<file path="config.mk">
export PLATFORM = sky130hd
export DESIGN_NAME = multicycle_control
export DESIGN_NICKNAME = d
export VERILOG_FILES = /design/src/rtl/multicycle_control.sv
export SDC_FILE = /design/constraint.sdc
export NUM_CORES = 1
export LEC_CHECK = 0
export ABC_AREA = 1
export ABC_CLOCK_PERIOD_IN_PS = 1200
export CAP_MARGIN = 20
export CORE_ASPECT_RATIO = 1.1
export CORE_UTILIZATION = 33
export DETAILED_ROUTE_END_ITERATION = 8
export PLACE_DENSITY = 0.81
export SLEW_MARGIN = 15
export SYNTH_ARGS = -nofsm -noshare
export SYNTH_HDL_FRONTEND = slang
export SYNTH_SLANG_ARGS = --single-unit
export TNS_END_PERCENT = 50
</file>
<file path="constraint.sdc">
create_clock -name clk -period 1.2 [get_ports clk]
set_input_delay 0.3 -clock clk [delete_from_list [all_inputs] [get_ports clk]]
set_output_delay 0.3 -clock clk [all_outputs]
set_load 0.05 [all_outputs]
</file>
<file path="src/rtl/multicycle_control.sv">
// Main control FSM for the multi-cycle RV32I datapath (add, addi, lw, sw,
// beq, jal). Drives the 2-bit ALUop consumed by ALU_control plus every
// datapath enable and mux select. Memory accesses wait on mem_ready.
module multicycle_control #(
  parameter logic [6:0] OPC_R   = 7'b0110011,
  parameter logic [6:0] OPC_I   = 7'b0010011,
  parameter logic [6:0] OPC_LW  = 7'b0000011,
  parameter logic [6:0] OPC_SW  = 7'b0100011,
  parameter logic [6:0] OPC_BEQ = 7'b1100011,
  parameter logic [6:0] OPC_JAL = 7'b1101111
) (
  input  logic       clk,
  input  logic       rstn,
  input  logic [6:0] opcode,
  input  logic       mem_ready,
  output logic       PCWrite,
  output logic       PCWriteCond,
  output logic       IorD,
  output logic       MemRead,
  output logic       MemWrite,
  output logic       IRWrite,
  output logic       RegWrite,
  output logic [1:0] MemtoReg,
  output logic [1:0] ALUSrcA,
  output logic [1:0] ALUSrcB,
  output logic [1:0] ALUop,
  output logic [1:0] PCSource,
  output logic [3:0] state_o,
  output logic       instr_done,
  output logic       illegal
);

  typedef enum logic [3:0] {
    S_INIT     = 4'd0,
    S_IF       = 4'd1,
    S_ID       = 4'd2,
    S_MEM_ADDR = 4'd3,
    S_MEM_RD   = 4'd4,
    S_MEM_WB   = 4'd5,
    S_MEM_WR   = 4'd6,
    S_EX_R     = 4'd7,
    S_EX_I     = 4'd8,
    S_ALU_WB   = 4'd9,
    S_BEQ      = 4'd10,
    S_JAL      = 4'd11
  } state_e;

  state_e state_q;
  state_e state_d;
  logic   illegal_q;
  logic   bad_opcode;

  // State register; reset aborts any in-flight instruction immediately.
  always_ff @(posedge clk or negedge rstn) begin
    if (!rstn) begin
      state_q <= S_INIT;
    end else begin
      state_q <= state_d;
    end
  end

  // Sticky illegal flag, set on the edge that leaves ID with a bad opcode.
  always_ff @(posedge clk or negedge rstn) begin
    if (!rstn) begin
      illegal_q <= 1'b0;
    end else if (bad_opcode) begin
      illegal_q <= 1'b1;
    end
  end

  // Next-state and output decode; every output defaults to 0 each state.
  always_comb begin
    state_d     = S_IF;
    bad_opcode  = 1'b0;
    PCWrite     = 1'b0;
    PCWriteCond = 1'b0;
    IorD        = 1'b0;
    MemRead     = 1'b0;
    MemWrite    = 1'b0;
    IRWrite     = 1'b0;
    RegWrite    = 1'b0;
    MemtoReg    = 2'b00;
    ALUSrcA     = 2'b00;
    ALUSrcB     = 2'b00;
    ALUop       = 2'b00;
    PCSource    = 2'b00;
    instr_done  = 1'b0;

    case (state_q)
      S_INIT: begin
        state_d = S_IF;
      end

      S_IF: begin
        // PC+4 is computed while the fetch is outstanding; PC and IR load
        // together on the cycle memory answers.
        MemRead  = 1'b1;
        IorD     = 1'b0;
        ALUSrcA  = 2'b00;
        ALUSrcB  = 2'b01;
        ALUop    = 2'b00;
        PCSource = 2'b00;
        IRWrite  = mem_ready;
        PCWrite  = mem_ready;
        state_d  = mem_ready ? S_ID : S_IF;
      end

      S_ID: begin
        // Speculatively compute the branch target into ALUOut.
        ALUSrcA = 2'b00;
        ALUSrcB = 2'b11;
        ALUop   = 2'b00;
        if (opcode == OPC_LW || opcode == OPC_SW) begin
          state_d = S_MEM_ADDR;
        end else if (opcode == OPC_R) begin
          state_d = S_EX_R;
        end else if (opcode == OPC_I) begin
          state_d = S_EX_I;
        end else if (opcode == OPC_BEQ) begin
          state_d = S_BEQ;
        end else if (opcode == OPC_JAL) begin
          state_d = S_JAL;
        end else begin
          bad_opcode = 1'b1;
          instr_done = 1'b1;
          state_d    = S_IF;
        end
      end

      S_MEM_ADDR: begin
        ALUSrcA = 2'b01;
        ALUSrcB = 2'b10;
        ALUop   = 2'b00;
        // IR is stable here, so the opcode can be sampled again.
        if (opcode == OPC_LW) begin
          state_d = S_MEM_RD;
        end else if (opcode == OPC_SW) begin
          state_d = S_MEM_WR;
        end else begin
          state_d = S_IF;
        end
      end

      S_MEM_RD: begin
        MemRead = 1'b1;
        IorD    = 1'b1;
        state_d = mem_ready ? S_MEM_WB : S_MEM_RD;
      end

      S_MEM_WB: begin
        RegWrite   = 1'b1;
        MemtoReg   = 2'b01;
        instr_done = 1'b1;
        state_d    = S_IF;
      end

      S_MEM_WR: begin
        MemWrite   = 1'b1;
        IorD       = 1'b1;
        instr_done = mem_ready;
        state_d    = mem_ready ? S_IF : S_MEM_WR;
      end

      S_EX_R: begin
        ALUSrcA = 2'b01;
        ALUSrcB = 2'b00;
        ALUop   = 2'b10;
        state_d = S_ALU_WB;
      end

      S_EX_I: begin
        ALUSrcA = 2'b01;
        ALUSrcB = 2'b10;
        ALUop   = 2'b10;
        state_d = S_ALU_WB;
      end

      S_ALU_WB: begin
        RegWrite   = 1'b1;
        MemtoReg   = 2'b00;
        instr_done = 1'b1;
        state_d    = S_IF;
      end

      S_BEQ: begin
        ALUSrcA     = 2'b01;
        ALUSrcB     = 2'b00;
        ALUop       = 2'b01;
        PCWriteCond = 1'b1;
        PCSource    = 2'b01;
        instr_done  = 1'b1;
        state_d     = S_IF;
      end

      S_JAL: begin
        // The register file captures the current PC (already PC+4) as the
        // link value on the same edge that PC takes the target in ALUOut.
        RegWrite   = 1'b1;
        MemtoReg   = 2'b10;
        PCWrite    = 1'b1;
        PCSource   = 2'b01;
        instr_done = 1'b1;
        state_d    = S_JAL == state_q ? S_IF : S_IF;
      end

      default: begin
        // Unused codes recover to fetch with every output held low.
        state_d = S_IF;
      end
    endcase
  end

  assign state_o = state_q;
  assign illegal = illegal_q;

endmodule

</file>
==> out/qor.yml, run 1 <==
status: "aborted with a tool error"
ios: 33
ys_warn_count: 0
initial_core_util_pct: 35.6
clockBufferDepth: 2
dpl.hpwl_mm: 2.08
routabilityCongestion: 0.842
cts_max_level: 1
ys_ff_latch: 5
holdBufCountCts: 0
cts_resized: 41
stop_error: "[ERROR DPL-0033] detailed placement checks failed during check placement."
syn_avg_cell_area_sq_um: 5.16
portBuffers: 30
fp.dieW_um: 41.6
die_h_um: 45.5
placed_cells: 190
flow.stopped_at: "4_1_cts"
post-cts-setup-buffers: 4
cts_sinks: 5
synth_cells: 110
syn_area_sq_um: 568
root_buffer: "clkbuf_4"
yosysSeqAreaShare_pct: 22.0
cts_buffers: 3
rows: 15
synthDistinctLibCells: 16
-- per-stage QoR --
step	setup TNS [ps]	area, sq um	setup slack [ps]	hold WS [ps]
floorplan	-6330	674	-564	4.41
global placement	-4450	1450	-630	518
detailed placement	-5470	1450	-724	513
-- Yosys cell counts --
master   count  area share, %
nand3_1      6            5.3
nor2_1      28             19
nand2_1     33             22
and3_1       1            1.1
nand2_2      2            2.2
o21ai_0      4            3.5
or2_1        1            1.1
dfrtp_1      5             22
inv_1       11            7.3
nor2_2       3            3.3
nor3_1       1           0.88
a21oi_1      4            3.5
buf_4        2            2.6
xnor2_1      1            1.5
conb_1       1           0.66
inv_2        7            4.6
-- cells by family after synthesis --
group	after synthesis	share of synthesized area, %
flops	5	22.0
compound gates	8	7.05
buf+inv	20	14.5
simple gates	75	54.2
xor+xnor	1	1.54
other cells	1	0.660
==> run 2, diff against run 1 <==
- ABC_CLOCK_PERIOD_IN_PS: 1200 -> 1550
- CORE_AREA: not set -> 2 2 63 65
- CORE_ASPECT_RATIO: 1.1 -> not set
- CORE_UTILIZATION: 33 -> not set
- DIE_AREA: not set -> 0 0 65 67
- PLACE_DENSITY: 0.81 -> not set
- PLACE_DENSITY_LB_ADDON: not set -> 0.15
- clock period: 1.2 -> 1.55 ns (I/O delays scaled with it)
==> run 2 against run 1 <==
  * The flow now finishes, with violations (setup timing)
  * Synthesized cell count unchanged
  * Synthesized area did not move
==> out/qor.yml, run 2 <==
status: "finished with violations"
violations: "setup timing"
drc_errors: 0
nets: 191
grt_max_degree: 6
diodes: 0
final_cell_mix: "buf_4, buf_12, nand2_1"
synthDistinctLibCells: 16
ios: 33
place_ws_ps: -544
clockBufferDepth: 2
cellPowerDensity_nw_per_um2: 1160
placed_area_sq_um: 1480
finalWorstSetupSlack_ps: -292
synth_cells: 110
overflow: 0
drive_above_1_share_pct: 66.1
yosysTopAreaCell: "dfrtp_1"
hold_class: "in2async"
ir_drop_mv: 0.372
die_area_sq_um: 4360
worstSkewPairLatency_ps: 220
ys_warn_count: 0
power.leakage_nw: 0.821
ys_ff_latch: 5
crit_type: "reg2out"
grtUsageTotal_pct: 10.9
vias: 902
synth_common_cells: "nand2_1, nor2_1, inv_1, inv_2, nand3_1"
syn_area_sq_um: 568
regToRegSetupSlack_ps: 80
drtIter0Drc: 18
rsz0062_at_grt: "yes"
tritoncts: "done"
routabilityCongestion: 0.835
synthTopCellsByArea: "dfrtp_1, nand2_1, nor2_1"
fp.dieW_um: 65
regToRegStartpoint: "state_o[1]"
root_buffer: "clkbuf_8"
setup_violations: 15
yosysTopAreaCellShare_pct: 22.0
ant_nets: 0
syn2layout_area_growth_pct: 204
synth_ff_type: "dfrtp_1"
routed_wl_mm: 2.15
dpl.hpwl_mm: 1.79
initial_core_util_pct: 15.8
core_area_sq_um: 3610
cts_buffers: 3
crit_required_ps: 1160
start_kind: "flop"
fin_crit_sh_pct: 119
die_h_um: 67
fin_setup_tns_ps: -2660
fin_crit_ps: 1840
rows: 22
reg2reg_depth: 10
clock_skew_ps: 2.68
cts_max_level: 1
max_freq_mhz: 543
postLayoutCoreUtil_pct: 47.9
arrival_ps: 1450
drv_cap: 0
cp-end-kind: "output pin"
r2r_end: "state_o[1]"
antenna_found_initial: 0
worstSetupEndpoint: "instr_done"
dr.pass1.iters: 4
synth_edf_count: 0
finalHoldViolCount: 0
worstPathMaxFanout: 4
post_drt_wl_per_cell_um: 9.41
clk_pin_slew_worst_paths_ps: 40
portBuffers: 30
drv_slew: 0
layout_commonest_cell: "buf_4"
fin_area_sq_um: 1730
yosysSeqAreaShare_pct: 22.0
first_global_vias: 901
synth.most_common_cell: "nand2_1"
fillCellCount: 356
viasPerCell: 3.96
total_power_w: 0.00201
worstSetupStartpoint: "state_o[3]"
syn_avg_cell_area_sq_um: 5.16
cts_sinks: 5
ys_async_sr_fraction_pct: 100
grt_pass1_wl_mm: 3.66
largest_register_ffs: 4
run 2: cell counts after synthesis:
No cell type changed its count.
run 2: logic make-up (layout without fill, tap and decap cells):
logic type,Yosys count,count (layout),share of synthesized area (%)
other,1,2,0.660
AOI/OAI and AO/OA,8,8,7.05
xor gates and xnor gates,1,1,1.54
buffers and inverters,20,89,14.5
DFF,5,5,22.0
and+or+nand+nor,75,75,54.2
run 2: how the worst min path moves through the flow:
stage / start / to
final: rstn / state_o[3]
after global routing: rstn / state_o[1]
after CTS: rstn / state_o[3]
after detailed placement: illegal / illegal
after global placement: illegal / illegal
after floorplan: rstn / illegal
run 2: worst max-delay path: stages (launching register included):
cell	delay [ps]
dfrtp_2	430
inv_4	70
buf_6	100
nand2_8	60
nor2_4	110
nand2_2	70
and3_4	200
nand2_8	60
buf_12	130
run 2: layer usage:
layer | track usage (%) | wire, um
met2 | 20.5 | 1180
met1 | 11.5 | 819
met3 | 1.86 | 96
met5 | 0 | 0
met4 | 5.59 | 48
run 2: where the power goes:
group	leakage, nW	internal (W)	total, W	switching (W)
Combinational	0.743	0.000733	0.00157	0.000834
Clock	0.0228	0.000176	0.000239	0.0000630
Sequential	0.0553	0.000159	0.000199	0.0000397
run 2: final cells by class:
| type | count | area, sq um | share of cell area, % |
|---|---|---|---|
| multi-input cells | 86 | 591 | 34.2 |
| inverters | 18 | 75.1 | 4.35 |
| well taps | 48 | 60.1 | 3.48 |
| clock buffers | 4 | 45.0 | 2.61 |
| flip-flops and latches | 5 | 130 | 7.54 |
| repair buffers | 67 | 826 | 47.8 |
run 2: metrics by stage:
| step | cells | hold WS, ps |
|---|---|---|
| 2_1_floorplan | 111 | 91.9 |
| 3_3_place_gp | 219 | 533 |
| 3_5_place_dp | 219 | 524 |
| 4_1_cts | 228 | 391 |
| 5_1_grt | 228 | 402 |
| 6_report | 228 | 386 |
run 2: what timing repair did:
item	CTS	global route
endpoints found under the setup margin	15	16
pin swaps	17	11
hold buffers	0	0
cloned	0	0
hold endpoints to repair	0	0
setup buffers	5	2
resized for setup	40	17
Power figures use the tool's default switching activity.
==> variant, RTL diff (flow settings as in run 2) <==
Make the reset (`rstn`) synchronous in 2 clocked blocks.
--- a/src/rtl/multicycle_control.sv
+++ b/src/rtl/multicycle_control.sv
@@ -53,3 +53,3 @@
   // State register; reset aborts any in-flight instruction immediately.
-  always_ff @(posedge clk or negedge rstn) begin
+  always_ff @(posedge clk) begin
     if (!rstn) begin
@@ -62,3 +62,3 @@
   // Sticky illegal flag, set on the edge that leaves ID with a bad opcode.
-  always_ff @(posedge clk or negedge rstn) begin
+  always_ff @(posedge clk) begin
     if (!rstn) begin
Function: differs if rstn is asserted again (counterexample within 4 cycles, from zero or initial values and one cycle with rstn low); with rstn held inactive, the same outputs for 10 cycles.
==> variant against run 2 <==
- sequential share of layout area decreased by 0.85 points
- routed wire length increased by 8.3%
- clock skew decreased by 1.9 ps
- sequential cell count unchanged
- synthesized cell count increased by 9.1%
- register-to-register slack got worse by 60 ps
- critical path type unchanged
- setup slack improved by 160 ps
- die area unchanged
- core utilization decreased by 0.14 points
- largest cell class unchanged
- design area decreased by 0.29%
- area after synthesis increased by 5.7%
- highest routed layer unchanged
- the run still ends with setup timing left
Power is not compared: it rests on default switching activity, and its combinational part moved more than twofold at a synthesized area within 25%.
==> variant: results (changes against run 2) <==
[worst_setup_path]
rrSetupSlack_ps = 20  ; -60 ps
cpPeakStageDelay_ps = 360  ; -70 ps
r2r_cells = 11  ; +1
cpMaxStageDelayCell = dfxtp_4
cp_max_fo = 5  ; +1
reg2reg_from = state_o[0]$_SDFF_PN0_

[place]
place_congestion = 0.816  ; -2.2%
dp_hpwl_um = 1750  ; -2.2%
pre_cts_ws_ps = -596  ; -51.7 ps

[sta]
setup_viol = 9  ; -6
fin_skew_ps = 0.798  ; -1.88 ps
timing.final.ws_setup_ps = -137  ; +156 ps
setup_tns_ps = -722  ; +1940 ps

[run_status]
violations = setup timing
outcome = finished, violations left

[grt]
grtUsageMet1_pct = 10.3  ; -1.3 points
use_met3_pct = 2.36  ; +0.51 points
grtUsageTotal_pct = 11.2  ; +0.30 points
grt_pass1_vias = 931  ; +3.3%

[cells_and_area]
drive_gt1_share_pct = 65.6  ; -0.47 points
nets = 206  ; +7.9%
stdcell_count = 243  ; +6.6%

[routing]
met1Wirelength_um = 818  ; -0.12%
drtIter0Drc = 19  ; +1
dr_wl_met3_um = 158  ; +65%
dr_wl_met2_um = 1270  ; +7.5%
num_vias = 951  ; +5.4%

[clock_network]
cts_resized = 61  ; +53%
cts_setup_buffers = 14  ; +9

[logic_synthesis]
ys_types = 15  ; -1
syn_inst = 120  ; +9.1%
synthArstFlopShare_pct = 0  ; -100 points
synthTopCellsByArea = nand2_1 (22%), nor2_1 (19%), dfxtp_1 (17%)
yosysSeqAreaShare_pct = 16.7  ; -5.4 points
synthFlopType = dfxtp_1
synthTopCellsByCount = nand2_1 (35), nor2_1 (30), inv_1 (20)

[hold_path]
min_path_type = register to register

[power]
clock_power_share_pct = 31.8

[variant: worst min path at each step]
| stage | cells past startpoint | to | slack [ps] |
|---|---|---|---|
| after floorplan | 2 | state_o[0]$_SDFF_PN0_ | 480 |
| after global placement | 2 | illegal$_SDFFE_PN0P_ | 500 |
| after detailed placement | 2 | illegal$_SDFFE_PN0P_ | 480 |
| after CTS | 2 | illegal$_SDFFE_PN0P_ | 500 |
| after global routing | 2 | illegal$_SDFFE_PN0P_ | 520 |
| final | 2 | illegal$_SDFFE_PN0P_ | 500 |
[variant: logic make-up after synthesis]
kind of cell           after synthesis  share of synthesized area [%]
other                                1                          0.624
AOI/OAI and AO/OA                    7                           5.83
DFF                                  5                           16.7
and+or+nand+nor                     83                           60.0
buffers and inverters               24                           16.9
[variant: area by class of cell]
class / count / area, µm²
Inverter: 21 / 91.3
Fill cell: 359 / 1880
Tap cell: 48 / 60.1
Clock buffer: 4 / 45.0
Sequential cell: 5 / 115
Multi-Input combinational cell: 92 / 571
Timing Repair Buffer: 73 / 840
